**config.mk**
```make
export PLATFORM = sky130hd
export DESIGN_NAME = fu_issue_arb
export DESIGN_NICKNAME = d
export VERILOG_FILES = /design/src/rtl/fu_issue_arb_pkg.sv /design/src/rtl/fu_issue_arb_ps_rr_tree.sv /design/src/rtl/fu_issue_arb.sv
export SDC_FILE = /design/constraint.sdc
export NUM_CORES = 1
export LEC_CHECK = 0
export CAP_MARGIN = 30
export CORE_ASPECT_RATIO = 0.7
export CORE_MARGIN = 4
export CORE_UTILIZATION = 47
export CTS_BUF_LIST = sky130_fd_sc_hd__clkbuf_2
export DETAILED_ROUTE_END_ITERATION = 6
export PLACE_DENSITY_LB_ADDON = 0.25
export SYNTH_ARGS = -nofsm -noshare
export SYNTH_HDL_FRONTEND = slang
export SYNTH_HIERARCHICAL = 1
export SYNTH_SLANG_ARGS = --single-unit
export TNS_END_PERCENT = 50
```
**constraint.sdc**
```tcl
create_clock -name clk_i -period 6.2 [get_ports clk_i]
set_clock_uncertainty 0.1 [all_clocks]
set_input_delay 1.24 -clock clk_i [delete_from_list [all_inputs] [get_ports clk_i]]
set_output_delay 1.24 -clock clk_i [all_outputs]
set_load 0.01 [all_outputs]
```
**src/rtl/fu_issue_arb_pkg.sv**
```systemverilog
// rtl/fu_issue_arb_pkg.sv - shared types and defaults for the FU issue arbiter
package fu_issue_arb_pkg;

    typedef enum logic [1:0] {
        IDLE  = 2'd0,
        ISSUE = 2'd1,
        WAIT  = 2'd2
    } fu_arb_state_t;

    localparam int FU_ARB_NUM_REQ = 8;
    localparam int FU_ARB_TAG_W   = 6;
    localparam int FU_ARB_STALL_W = 16;

endpackage

```
**src/rtl/fu_issue_arb_ps_rr_tree.sv**
```systemverilog
// rtl/fu_issue_arb_ps_rr_tree.sv - rotating-priority selector tree built from 2-input cells
module ps_rr_tree #(
    parameter int NUM_REQ = 8
) (
    input  logic [NUM_REQ-1:0]         req_i,
    input  logic [$clog2(NUM_REQ)-1:0] ptr_i,
    output logic [NUM_REQ-1:0]         gnt_o,
    output logic [$clog2(NUM_REQ)-1:0] idx_o,
    output logic                       valid_o
);

    localparam int IDX_W = $clog2(NUM_REQ);

    // One 2-input selector cell: the lower-index child wins, request-up is the OR.
    function automatic logic [IDX_W:0] sel_cell(
        input logic             l_any,
        input logic [IDX_W-1:0] l_idx,
        input logic             r_any,
        input logic [IDX_W-1:0] r_idx
    );
        return {l_any | r_any, (l_any ? l_idx : r_idx)};
    endfunction

    // Heap-ordered tree (node n has children 2n, 2n+1). Two request classes
    // travel up the tree: requests at or above ptr, and all requests. The
    // first class wins if non-empty, which realises the rotation from ptr.
    function automatic logic [IDX_W:0] rr_tree(
        input logic [NUM_REQ-1:0] req,
        input logic [IDX_W-1:0]   ptr
    );
        logic [2*NUM_REQ-1:0] any_all;
        logic [2*NUM_REQ-1:0] any_hi;
        logic [IDX_W-1:0]     idx_all [2*NUM_REQ];
        logic [IDX_W-1:0]     idx_hi  [2*NUM_REQ];
        logic [IDX_W:0]       c_all;
        logic [IDX_W:0]       c_hi;
        any_all = '0;
        any_hi  = '0;
        for (int n = 0; n < 2*NUM_REQ; n++) begin
            idx_all[n] = '0;
            idx_hi[n]  = '0;
        end
        for (int i = 0; i < NUM_REQ; i++) begin
            any_all[NUM_REQ+i] = req[i];
            any_hi[NUM_REQ+i]  = req[i] && (i >= int'(ptr));
            idx_all[NUM_REQ+i] = IDX_W'(i);
            idx_hi[NUM_REQ+i]  = IDX_W'(i);
        end
        for (int n = NUM_REQ-1; n >= 1; n--) begin
            c_all = sel_cell(any_all[2*n], idx_all[2*n], any_all[2*n+1], idx_all[2*n+1]);
            c_hi  = sel_cell(any_hi[2*n],  idx_hi[2*n],  any_hi[2*n+1],  idx_hi[2*n+1]);
            any_all[n] = c_all[IDX_W];
            idx_all[n] = c_all[IDX_W-1:0];
            any_hi[n]  = c_hi[IDX_W];
            idx_hi[n]  = c_hi[IDX_W-1:0];
        end
        return {any_all[1], (any_hi[1] ? idx_hi[1] : idx_all[1])};
    endfunction

    logic [IDX_W:0] tree_res;

    // Evaluate the tree and expand the winner index to a one-hot grant.
    always_comb begin
        tree_res = rr_tree(req_i, ptr_i);
        valid_o  = tree_res[IDX_W];
        idx_o    = tree_res[IDX_W-1:0];
        gnt_o    = '0;
        if (tree_res[IDX_W]) begin
            gnt_o[tree_res[IDX_W-1:0]] = 1'b1;
        end
    end

endmodule

```
**src/rtl/fu_issue_arb.sv**
```systemverilog
// rtl/fu_issue_arb.sv - round-robin issue arbiter for a shared multi-cycle FU (option: FU_ARB_STALL_CNT_EN)
module fu_issue_arb
    import fu_issue_arb_pkg::*;
#(
    parameter int NUM_REQ = FU_ARB_NUM_REQ,
    parameter int TAG_W   = FU_ARB_TAG_W
) (
    input  logic                       clk_i,
    input  logic                       rst_ni,
    input  logic [NUM_REQ-1:0]         req_i,
    input  logic [NUM_REQ*TAG_W-1:0]   req_tag_i,
    input  logic                       fu_ready_i,
    input  logic                       fu_done_i,
    output logic [NUM_REQ-1:0]         gnt_o,
    output logic                       issue_valid_o,
    output logic [TAG_W-1:0]           issue_tag_o,
    output logic                       busy_o
`ifdef FU_ARB_STALL_CNT_EN
    ,
    output logic [FU_ARB_STALL_W-1:0]  stall_cnt_o
`endif
);

    localparam int IDX_W = $clog2(NUM_REQ);

    fu_arb_state_t      state_q, state_d;
    logic [IDX_W-1:0]   ptr_q, ptr_d;
    logic [IDX_W-1:0]   win_q, win_d;
    logic [NUM_REQ-1:0] gnt_q, gnt_d;
    logic               issue_valid_q, issue_valid_d;
    logic [TAG_W-1:0]   issue_tag_q, issue_tag_d;
    logic               busy_q, busy_d;

    logic [IDX_W-1:0]   arb_ptr;
    logic [NUM_REQ-1:0] tree_gnt;
    logic [IDX_W-1:0]   tree_idx;
    logic               tree_valid;
    logic               arb_win;

    // A completing op moves the pointer past its winner; a back-to-back
    // arbitration in that same cycle must already see the moved pointer.
    always_comb begin
        arb_ptr = ptr_q;
        if (state_q == WAIT && fu_done_i) begin
            arb_ptr = win_q + IDX_W'(1);
        end
    end

    ps_rr_tree #(
        .NUM_REQ (NUM_REQ)
    ) u_tree (
        .req_i   (req_i),
        .ptr_i   (arb_ptr),
        .gnt_o   (tree_gnt),
        .idx_o   (tree_idx),
        .valid_o (tree_valid)
    );

    // FSM next state, pointer update and arbitration-win decision.
    always_comb begin
        state_d = state_q;
        ptr_d   = ptr_q;
        busy_d  = 1'b0;
        arb_win = 1'b0;
        case (state_q)
            IDLE: begin
                if (tree_valid && fu_ready_i) begin
                    arb_win = 1'b1;
                    state_d = ISSUE;
                end
            end
            ISSUE: begin
                busy_d  = 1'b1;
                state_d = WAIT;
            end
            WAIT: begin
                busy_d = 1'b1;
                if (fu_done_i) begin
                    ptr_d  = arb_ptr;
                    busy_d = 1'b0;
                    if (tree_valid && fu_ready_i) begin
                        arb_win = 1'b1;
                        state_d = ISSUE;
                    end else begin
                        state_d = IDLE;
                    end
                end
            end
            default: state_d = IDLE;
        endcase
    end

    // Output register loads: grant and tag are captured only on a win.
    always_comb begin
        gnt_d         = '0;
        issue_valid_d = arb_win;
        issue_tag_d   = issue_tag_q;
        win_d         = win_q;
        if (arb_win) begin
            gnt_d       = tree_gnt;
            issue_tag_d = req_tag_i[int'(tree_idx)*TAG_W +: TAG_W];
            win_d       = tree_idx;
        end
    end

    // State, pointer and output registers; reset abandons any in-flight op.
    always_ff @(posedge clk_i or negedge rst_ni) begin
        if (!rst_ni) begin
            state_q       <= IDLE;
            ptr_q         <= '0;
            win_q         <= '0;
            gnt_q         <= '0;
            issue_valid_q <= 1'b0;
            issue_tag_q   <= '0;
            busy_q        <= 1'b0;
        end else begin
            state_q       <= state_d;
            ptr_q         <= ptr_d;
            win_q         <= win_d;
            gnt_q         <= gnt_d;
            issue_valid_q <= issue_valid_d;
            issue_tag_q   <= issue_tag_d;
            busy_q        <= busy_d;
        end
    end

    assign gnt_o         = gnt_q;
    assign issue_valid_o = issue_valid_q;
    assign issue_tag_o   = issue_tag_q;
    assign busy_o        = busy_q;

`ifdef FU_ARB_STALL_CNT_EN
    logic [FU_ARB_STALL_W-1:0] stall_cnt_q;

    // Count cycles where someone is waiting but nobody wins; saturating.
    always_ff @(posedge clk_i or negedge rst_ni) begin
        if (!rst_ni) begin
            stall_cnt_q <= '0;
        end else if (tree_valid && !arb_win && (stall_cnt_q != '1)) begin
            stall_cnt_q <= stall_cnt_q + FU_ARB_STALL_W'(1);
        end
    end

    assign stall_cnt_o = stall_cnt_q;
`endif

endmodule

```
Yosys cells after proc, flatten, opt, wreduce, memory -nomap -nowiden
Cells that the tools add are included.
Word-level totals
  output and inout bits: 16
  bits in registers: 24
  bits of input ports: 60
  logic and storage cells: 79
Cells by class
  shift-type cells: 1
  order comparisons: 9
  reduce and logical (&&, ||, !) cells: 13
  $mul: 1
  multiplexer cells: 29
  add/sub/neg operators: 1
  bitwise operators: 14
  equal/unequal tests: 4
Operator list (count)
  48-bit by 7-bit variable part select with 6-bit output: 1
  3-bit two-way mux: 8
  8-bit two-way mux: 2
  1-bit OR: 14
  1-bit two-way mux: 13
  1-bit logical AND: 10
  3-bit >= comparator (first input constant): 3
  1-bit by 3-bit >= comparator with 1-bit output (first input constant): 2
  2-bit by 3-bit >= comparator with 1-bit output (first input constant): 2
  2-bit case mux with 3 select lines: 1
  3-bit by 2-bit multiplier with 5-bit output (second input constant): 1
  3-bit by 4-bit less-than comparator with 1-bit output (second input constant): 1
  2-bit two-way mux: 2
  2-bit != test (second input constant): 2
  1-bit case mux with 2 select lines: 2
  2-bit AND reduction: 2
  3-bit by 1-bit adder with 3-bit output (second input constant): 1
  1-bit demux with 3-bit select: 1
  3-bit by 1-bit >= comparator with 1-bit output (second input constant): 1
  2-bit by 1-bit == test with 1-bit output (second input constant): 1
  2-bit == test (second input constant): 1
  2-bit zero test: 1

Logic depth before layout (Yosys ltp)
Gate-level depths: netlist (run 1).
  depth after elaboration: 15
  depth in mapped cells: 16
  depth with buffers taken out: 13

Hierarchy
The synthesis (run 1) kept the hierarchy.
Modules (own cells, without submodules)
  fu_issue_arb: area an instance 1415.1 um^2, times used 1, cells an instance 119, sequential area each 600.6 um^2
  ps_rr_tree: area an instance 345.3 um^2, times used 1, cells an instance 60, sequential area each 0.0 um^2

Worst setup path before layout (run 1)
Ideal clock, no wire load.
  path type: input port to flip-flop
  from: in fu_done_i
  to: reg issue_tag_q[5], in the netlist issue_tag_o[5]
  cell stages on the path: 10
  data required time: 5.972 ns
  path slack: 2.458 ns
  arrival: 3.514 ns
  setup time: 0.128 ns
  path buffers: 0
  path through: nand2_1 > o21ai_0 > nor2b_1 > o21a_4 > or2_1 > or4_4 > nand2_1 > nor2b_1 > a22o_1 > o31ai_1
On the way
  cells in the longest elaborated chain, start to end: 10
  elaborated cells between the ends (all ways): 35
  classes of those cells: mul: 1; order compare: 7; shift: 1; mux: 11; bitwise: 7; reduce/logical: 8
Ends and longest elaborated chain
  start, declared: RTL line fu_issue_arb.sv:13  | input logic fu_done_i,
  1-bit logical AND (*): RTL line fu_issue_arb.sv:44  | if (state_q == WAIT && fu_done_i) begin
  3-bit two-way mux (*): RTL line fu_issue_arb.sv:44
  net arb_ptr[0]: RTL line fu_issue_arb.sv:34  | logic [IDX_W-1:0] arb_ptr;
  3-bit >= comparator, or another cell as far along: RTL line fu_issue_arb_ps_rr_tree.sv:45  | any_hi[NUM_REQ+i] = req[i] && (i >= int'(ptr));
  1-bit logical AND: RTL line fu_issue_arb_ps_rr_tree.sv:45
  1-bit two-way mux or 1-bit OR (tied branches): RTL line fu_issue_arb_ps_rr_tree.sv:21  | return {l_any | r_any, (l_any ? l_idx : r_idx)};
  3-bit two-way mux or 1-bit OR (tied branches) (2 in a row): RTL line fu_issue_arb_ps_rr_tree.sv:21
  3-bit two-way mux (*): RTL line fu_issue_arb_ps_rr_tree.sv:57  | return {any_all[1], (any_hi[1] ? idx_hi[1] : idx_all[1])};
  net tree_idx[0]: RTL line fu_issue_arb.sv:36  | logic [IDX_W-1:0] tree_idx;
  3-bit by 2-bit multiplier with 5-bit output (*): RTL line fu_issue_arb.sv:101  | issue_tag_d = req_tag_i[int'(tree_idx)*TAG_W +: TAG_W];
  48-bit by 7-bit variable part select with 6-bit output (*): RTL line fu_issue_arb.sv:101
  end signal, assigned: RTL line fu_issue_arb.sv:122  | issue_tag_q <= issue_tag_d;
  end, declared: RTL line fu_issue_arb.sv:31  | logic [TAG_W-1:0] issue_tag_q, issue_tag_d;
The timed path passes the listed nets; every way through them passes the cells marked *.
A chain may end at the register's enable or synchronous reset.

Worst setup path after layout (run 1)
  from: in fu_done_i
  to: reg issue_tag_q[2], in the netlist issue_tag_o[2]
The elaborated chain is that of the path after synthesis.

==> reports/results.ini, run 1 <==
[clocking]
clkSinkCount = 24
clkTransAtPathRegs_ps = 220
cts-buffers-inserted = 3
cts_resized = 0
insertion_delay_ps = 340
cts_setup_buffers = 0
cts-hold-fix-buffers = 0
cts_buffer_depth = 2
cts_root_buf = clkbuf_2
cts_tree = yes
h-tree-depth = 1

[status]
outcome = complete, no violations

[floorplan]
die_w_um = 81.2
core_mm2 = 0.00356
rows = 18
die_h_um = 59.2
die_area_mm2 = 0.00480
ioPinCount = 76
initial_core_util_pct = 49.5

[place]
io_buffers = 75
dp_cells = 301
hpwlAfterDp_um = 3950
pre_cts_ws_ps = 1320
routabilityCongestion = 0.901

[setup_path]
worst_setup_path_end_kind = flop
path_max_fanout = 8
cp.required_ps = 6340
crit_type = input port to flop
r2r_start = state_q[0]$_DFFE_PN0P_
ff2ff_path_depth = 11
critPathArrivalTime_ps = 4750
reg2reg_setup_slack_ps = 2190
r2r-end = issue_tag_o[2]$_DFFE_PN0P_
start_kind = input port

[pwr]
ir_drop_uv = 375
power.switching_mw = 0.452
switching_share_pct = 41.6
power_leakage_nw = 1.09
p_comb_share_pct = 67.9
intPower_mw = 0.634
seq_power_share_pct = 22.6
power_frac_clock_pct = 9.5
p_per_area_mw_per_mm2 = 420

[global_routing]
antenna_found_initial = 0
grt_pass1_wl_um = 7440
grt_usage_pct = 19.8
grt_max_degree = 26
grt-ovfl-total = 0
grt_pass1_vias = 1528

[logic_synthesis]
syn_area_mm2 = 0.00176
ys_warn_count = 6
synth_cell_type_count = 41
netlist.area_leader.share_pct = 34.1
ys_seq_area_share_pct = 34.1
avgSynthCellArea_um2 = 9.83
synthTopCellsByArea = dfrtp_1 (34%), mux2_2 (9.6%), mux2i_1 (7.4%), ha_1 (4.3%), o21ai_0 (3.7%)
ys.flop_type = dfrtp_1
synthCells = 179
synth_largest_area_cell = dfrtp_1
synth_seq_cells = 24
syn-num-nets = 245
synth_async_sr_flop_share_pct = 100
ys_top_cells_by_count = dfrtp_1 (24), mux2_2 (15), mux2i_1 (13), o21ai_0 (13)
post-synth-top-count-cell = dfrtp_1
synth_enable_flop_cells = 0

[run]
cap_violations = 0

[layout]
syn2layout_area_growth_pct = 47.1
nets = 322
multi_input_area_mm2 = 0.00107
utilization_pct = 72.7
drive_above_1_share_pct = 11.4
final.fill_count = 281
seq_area_um2 = 601
fin_cells = 305
n_antenna_cell = 0

[sta]
worst_slack_ps = 1590
whs_ps = 403
max_freq_mhz = 217
slew_violations = 0
fin_crit_sh_pct = 74.4
rsz0062_at_grt = no
worstMarginPinSlew_ps = 824
finalHoldViolations = 0
fin_tns_setup_ps = 0
finalSetupViolCount = 0
period_minus_slack_ps = 4610
relSlewSlack_pct = 44.5

[hold_path]
holdCritStartpoint = ptr_q[2]$_DFFE_PN0P_
hp-class = flop to flop
hold_path_end = ptr_q[2]$_DFFE_PN0P_
hold_path_depth = 2

[detailed_routing]
antenna_left = 0
drc = 0
drt_iter0_drc = 157
via_count = 1685
dr.pass1.iters = 4
wirelength_um = 4800
avgViaCountPerCell = 5.52
wl_per_cell_um = 15.7

-- critical path: stages --
cell and delay (ps):
clkdlybuf4s50_1 560, nand2_1 220, o21ai_0 720, nand3b_1 250, a221o_1 430, or4_4 470
nand2_1 150, nor2b_1 400, a22o_1 240, o31ai_1 60
-- cell type report --
cell class | count | share of cell area (%)
Timing Repair Buffer | 77 | 30.4
Sequential cell | 24 | 23.2
Inverter | 6 | 0.870
Tap cell | 50 | 2.42
Clock buffer | 3 | 0.580
Multi-Input combinational cell | 144 | 41.4
Clock inverter | 1 | 1.16
-- power by group through the flow --
stage	logic [mW]	registers (mW)	clock network (mW)
final	0.738	0.246	0.103
after global routing	0.800	0.252	0.112
after CTS	0.734	0.245	0.104
after detailed placement	0.729	0.250	0
after global placement	0.715	0.246	0
after floorplan	0.544	0.262	0
-- registers in the layout, summed over array words and instances, names as in the netlist --
register,cells
issue_valid_o,1
ptr_q,3
state_q,2
gnt_o,8
busy_o,1
issue_tag_o,6
win_q,3
-- stage by stage --
step                      power, mW  instance area [um^2]
after detailed placement      0.979                  2540
after global routing           1.16                  2590
final                          1.09                  2590
after global placement        0.960                  2520
after CTS                      1.08                  2590
after floorplan               0.806                  1760
-- placed cells by master (no fill, tap or decap), drive strengths merged, types with 4 or more instances in the layout --
cell type and count:
clkdlybuf4s50 75, dfrtp 24, mux2 18, o21ai 13
mux2i 13, a21oi 12, nor2 11, and2 9
nand2 8, o31ai 7, o22ai 6, a22o 6
ha 6, inv 6, nor3 5, nor2b 4
-- how the worst max path moves through the flow --
stage	slack, ps	from	end
6_report	1590	fu_done_i	issue_tag_o[2]$_DFFE_PN0P_
5_1_grt	1400	fu_done_i	issue_tag_o[1]$_DFFE_PN0P_
4_1_cts	1690	fu_done_i	issue_tag_o[1]$_DFFE_PN0P_
3_5_place_dp	1320	fu_done_i	issue_tag_o[1]$_DFFE_PN0P_
3_3_place_gp	1480	fu_done_i	issue_tag_o[2]$_DFFE_PN0P_
2_1_floorplan	2460	fu_done_i	issue_tag_o[5]$_DFFE_PN0P_
-- per-layer routing --
layer	global-route usage (%)	part of all wire, %	vias up	wire length (um)
li1	-	-	823	-
met1	29.1	44	777	2120
met2	30.6	46	81	2220
met3	4.56	8.7	4	419
met4	1.93	0.60	0	29
met5	0	0	-	0
-- cell families after synthesis --
logic type / after synthesis / share of synthesized area (%)
fa+ha+maj: 6 / 4.26
xor+xnor: 1 / 0.498
flops: 24 / 34.1
compound gates: 55 / 21.0
buf+inv: 11 / 5.12
simple gates: 51 / 15.4
mux: 31 / 19.5
(Power assumes the default switching activity.)
==> run 2: changes to the inputs <==
--- a/config.mk
+++ b/config.mk
@@ -8,7 +8,7 @@
 export CAP_MARGIN = 30
 export CORE_ASPECT_RATIO = 0.7
 export CORE_MARGIN = 4
-export CORE_UTILIZATION = 47
+export CORE_UTILIZATION = 40
 export CTS_BUF_LIST = sky130_fd_sc_hd__clkbuf_2
 export DETAILED_ROUTE_END_ITERATION = 6
 export PLACE_DENSITY_LB_ADDON = 0.25
==> constraint.sdc (replaced) <==
create_clock -name clk_i -period 4 [get_ports clk_i]
set_clock_uncertainty 0.1 [all_clocks]
set_input_delay 0.8 -clock clk_i [delete_from_list [all_inputs] [get_ports clk_i]]
set_output_delay 0.8 -clock clk_i [all_outputs]
set_load 0.01 [all_outputs]
==> reports/results.ini, run 2 (synthesized netlist as in run 1, its figures left out) <==
[place]
placed_area_mm2 = 0.00260  ; +2.1%
routabilityCongestion = 0.962  ; +6.7%
io_buffers = 75  ; unchanged
hpwlAfterDp_um = 4280  ; +8.2%
pre_cts_ws_ps = 36.3  ; -1290 ps
dp_cells = 308  ; +2.3%

[layout]
syn2layout_area_growth_pct = 50.0
nets = 327  ; +1.6%
largest_reg_flops = 8  ; unchanged
drive_above_1_share_pct = 13.1  ; +1.7 points
utilization_pct = 64.6  ; -8.2 points
final_cell_mix = clkdlybuf4s50_1 (75), dfrtp_1 (24), mux2_2 (15), o21ai_0 (13), mux2i_1 (13)
finish.instance_area_mm2 = 0.00264  ; +2.0%
n_antenna_cell = 0  ; unchanged
final_common_cell = clkdlybuf4s50_1
fin_cells = 312  ; +2.3%

[sta]
slew_violations = 0  ; unchanged
fin_crit_sh_pct = 90.7
max_freq_mhz = 276
relSlewSlack_pct = 62.8  ; +18 points
worst_slack_ps = 370  ; -1220 ps
fin_tns_setup_ps = 0  ; unchanged
worstMarginPinSlew_ps = 552  ; -272 ps
finalSetupViolCount = 0  ; unchanged
period_minus_slack_ps = 3630
rsz0062_at_grt = no
finalHoldViolations = 0  ; unchanged

[detailed_routing]
wirelength_um = 5050  ; +5.3%
dr.pass1.iters = 4  ; unchanged
wl_per_cell_um = 16.2  ; +3.0%
avgViaCountPerCell = 5.35  ; -3.2%
drc = 0  ; unchanged
via_count = 1668  ; -1.0%
antenna_left = 0  ; unchanged
drt_iter0_drc = 67  ; -57%

[global_routing]
grt_usage_pct = 18.2  ; -1.6 points
antenna_found_initial = 0  ; unchanged
grt_max_degree = 26  ; unchanged
grt_pass1_wl_um = 8160  ; +9.7%
grt-ovfl-total = 0  ; unchanged
grt_pass1_vias = 1582  ; +3.5%

[pwr]
p_per_area_mw_per_mm2 = 667  ; +59%
power_leakage_nw = 1.12  ; +2.7%
ir_drop_uv = 563  ; +50%

[setup_path]
slowest_delay_ps = 540  ; -180 ps
cpMaxStageDelayCell = clkdlybuf4s50_1
crit_family = simple AND/OR/NAND/NOR gates
crit_type = input port to flop
worst_setup_path_end_kind = flop
path_max_fanout = 8  ; unchanged
cp.required_ps = 4190  ; -2150 ps
critPathArrivalTime_ps = 3820  ; -930 ps
cp.buffers_inverters = 2  ; +1
start_kind = input port
worst_path_most_repeated_cell = nand2_1
path_cells = clkdlybuf4s50_1 > nand2_1 > o21ai_0 > buf_4 > nand3b_1 > a221o_1 > or4_4 > nand2_1 > nand2b_1 > o22ai_1 > o31ai_1

[floorplan]
die_h_um = 63.5  ; +7.3%
die_area_mm2 = 0.00554  ; +15%
die_w_um = 87.3  ; +7.6%
core_mm2 = 0.00409  ; +15%
initial_core_util_pct = 43.1  ; -6.4 points
rows = 19  ; +1
ioPinCount = 76  ; unchanged

[clocking]
insertion_delay_ps = 350  ; about the same
cts_root_buf = clkbuf_2
clkSinkCount = 24  ; unchanged
clkTransAtPathRegs_ps = 240  ; +20 ps
cts_setup_buffers = 0  ; unchanged
cts_tree = yes
h-tree-depth = 1  ; unchanged
cts_buffer_depth = 2  ; unchanged
cts_resized = 0  ; unchanged
cts-hold-fix-buffers = 0  ; unchanged
cts-buffers-inserted = 3  ; unchanged

[hold_path]
hp-class = flop to flop

[status]
outcome = complete, no violations

[run]
cap_violations = 0  ; unchanged

[run 2: metal layers]
metal,share of wire (%),wire length (um),global-route usage (%)
met1,49,2470,29.0
met2,46,2340,26.6
met3,4.6,233,1.95
met4,0.20,10,2.30
met5,0,0,0
[run 2: worst paths after layout]
check / endpoint / cells after the start / start / slack, ps
setup reg to reg: issue_tag_o[0]$_DFFE_PN0P_ / 12 / state_q[0]$_DFFE_PN0P_ / 480
hold / removal: ptr_q[2]$_DFFE_PN0P_ / 2 / ptr_q[2]$_DFFE_PN0P_ / 410
max in group asynchronous: gnt_o[7]$_DFF_PN0_ / 2 / rst_ni / 2810
hold reg to reg: ptr_q[2]$_DFFE_PN0P_ / 2 / ptr_q[2]$_DFFE_PN0P_ / 410
setup / recovery: issue_tag_o[0]$_DFFE_PN0P_ / 11 / fu_done_i / 370
min in group asynchronous: gnt_o[3]$_DFF_PN0_ / 1 / rst_ni / 600
[run 2: layout make-up]
class                   count  area [um^2]
multi-input cells         144         1070
inverters                   6         22.5
flip-flops and latches     24          601
clock buffers               3         15.0
well taps                  52         65.1
repair buffers             82          836
clock inverters             1         30.0
fillers                   329         1450
[run 2: worst min-delay path: stages, from the launching register on]
cell and delay, ps:
dfrtp_1 380, nand2_1 50, o21ai_0 70
[run 2: report_power, final]
| part | switching, mW | total [mW] | internal [mW] |
|---|---|---|---|
| Combinational | 0.592 | 1.21 | 0.622 |
| Clock | 0.0749 | 0.161 | 0.0862 |
| Sequential | 0.0527 | 0.387 | 0.334 |
[run 2: stage by stage]
stage	total power, mW	hold WS [ps]
2_1_floorplan	1.25	339
3_3_place_gp	1.57	362
3_5_place_dp	1.59	367
4_1_cts	1.76	418
5_1_grt	1.89	452
6_report	1.76	411
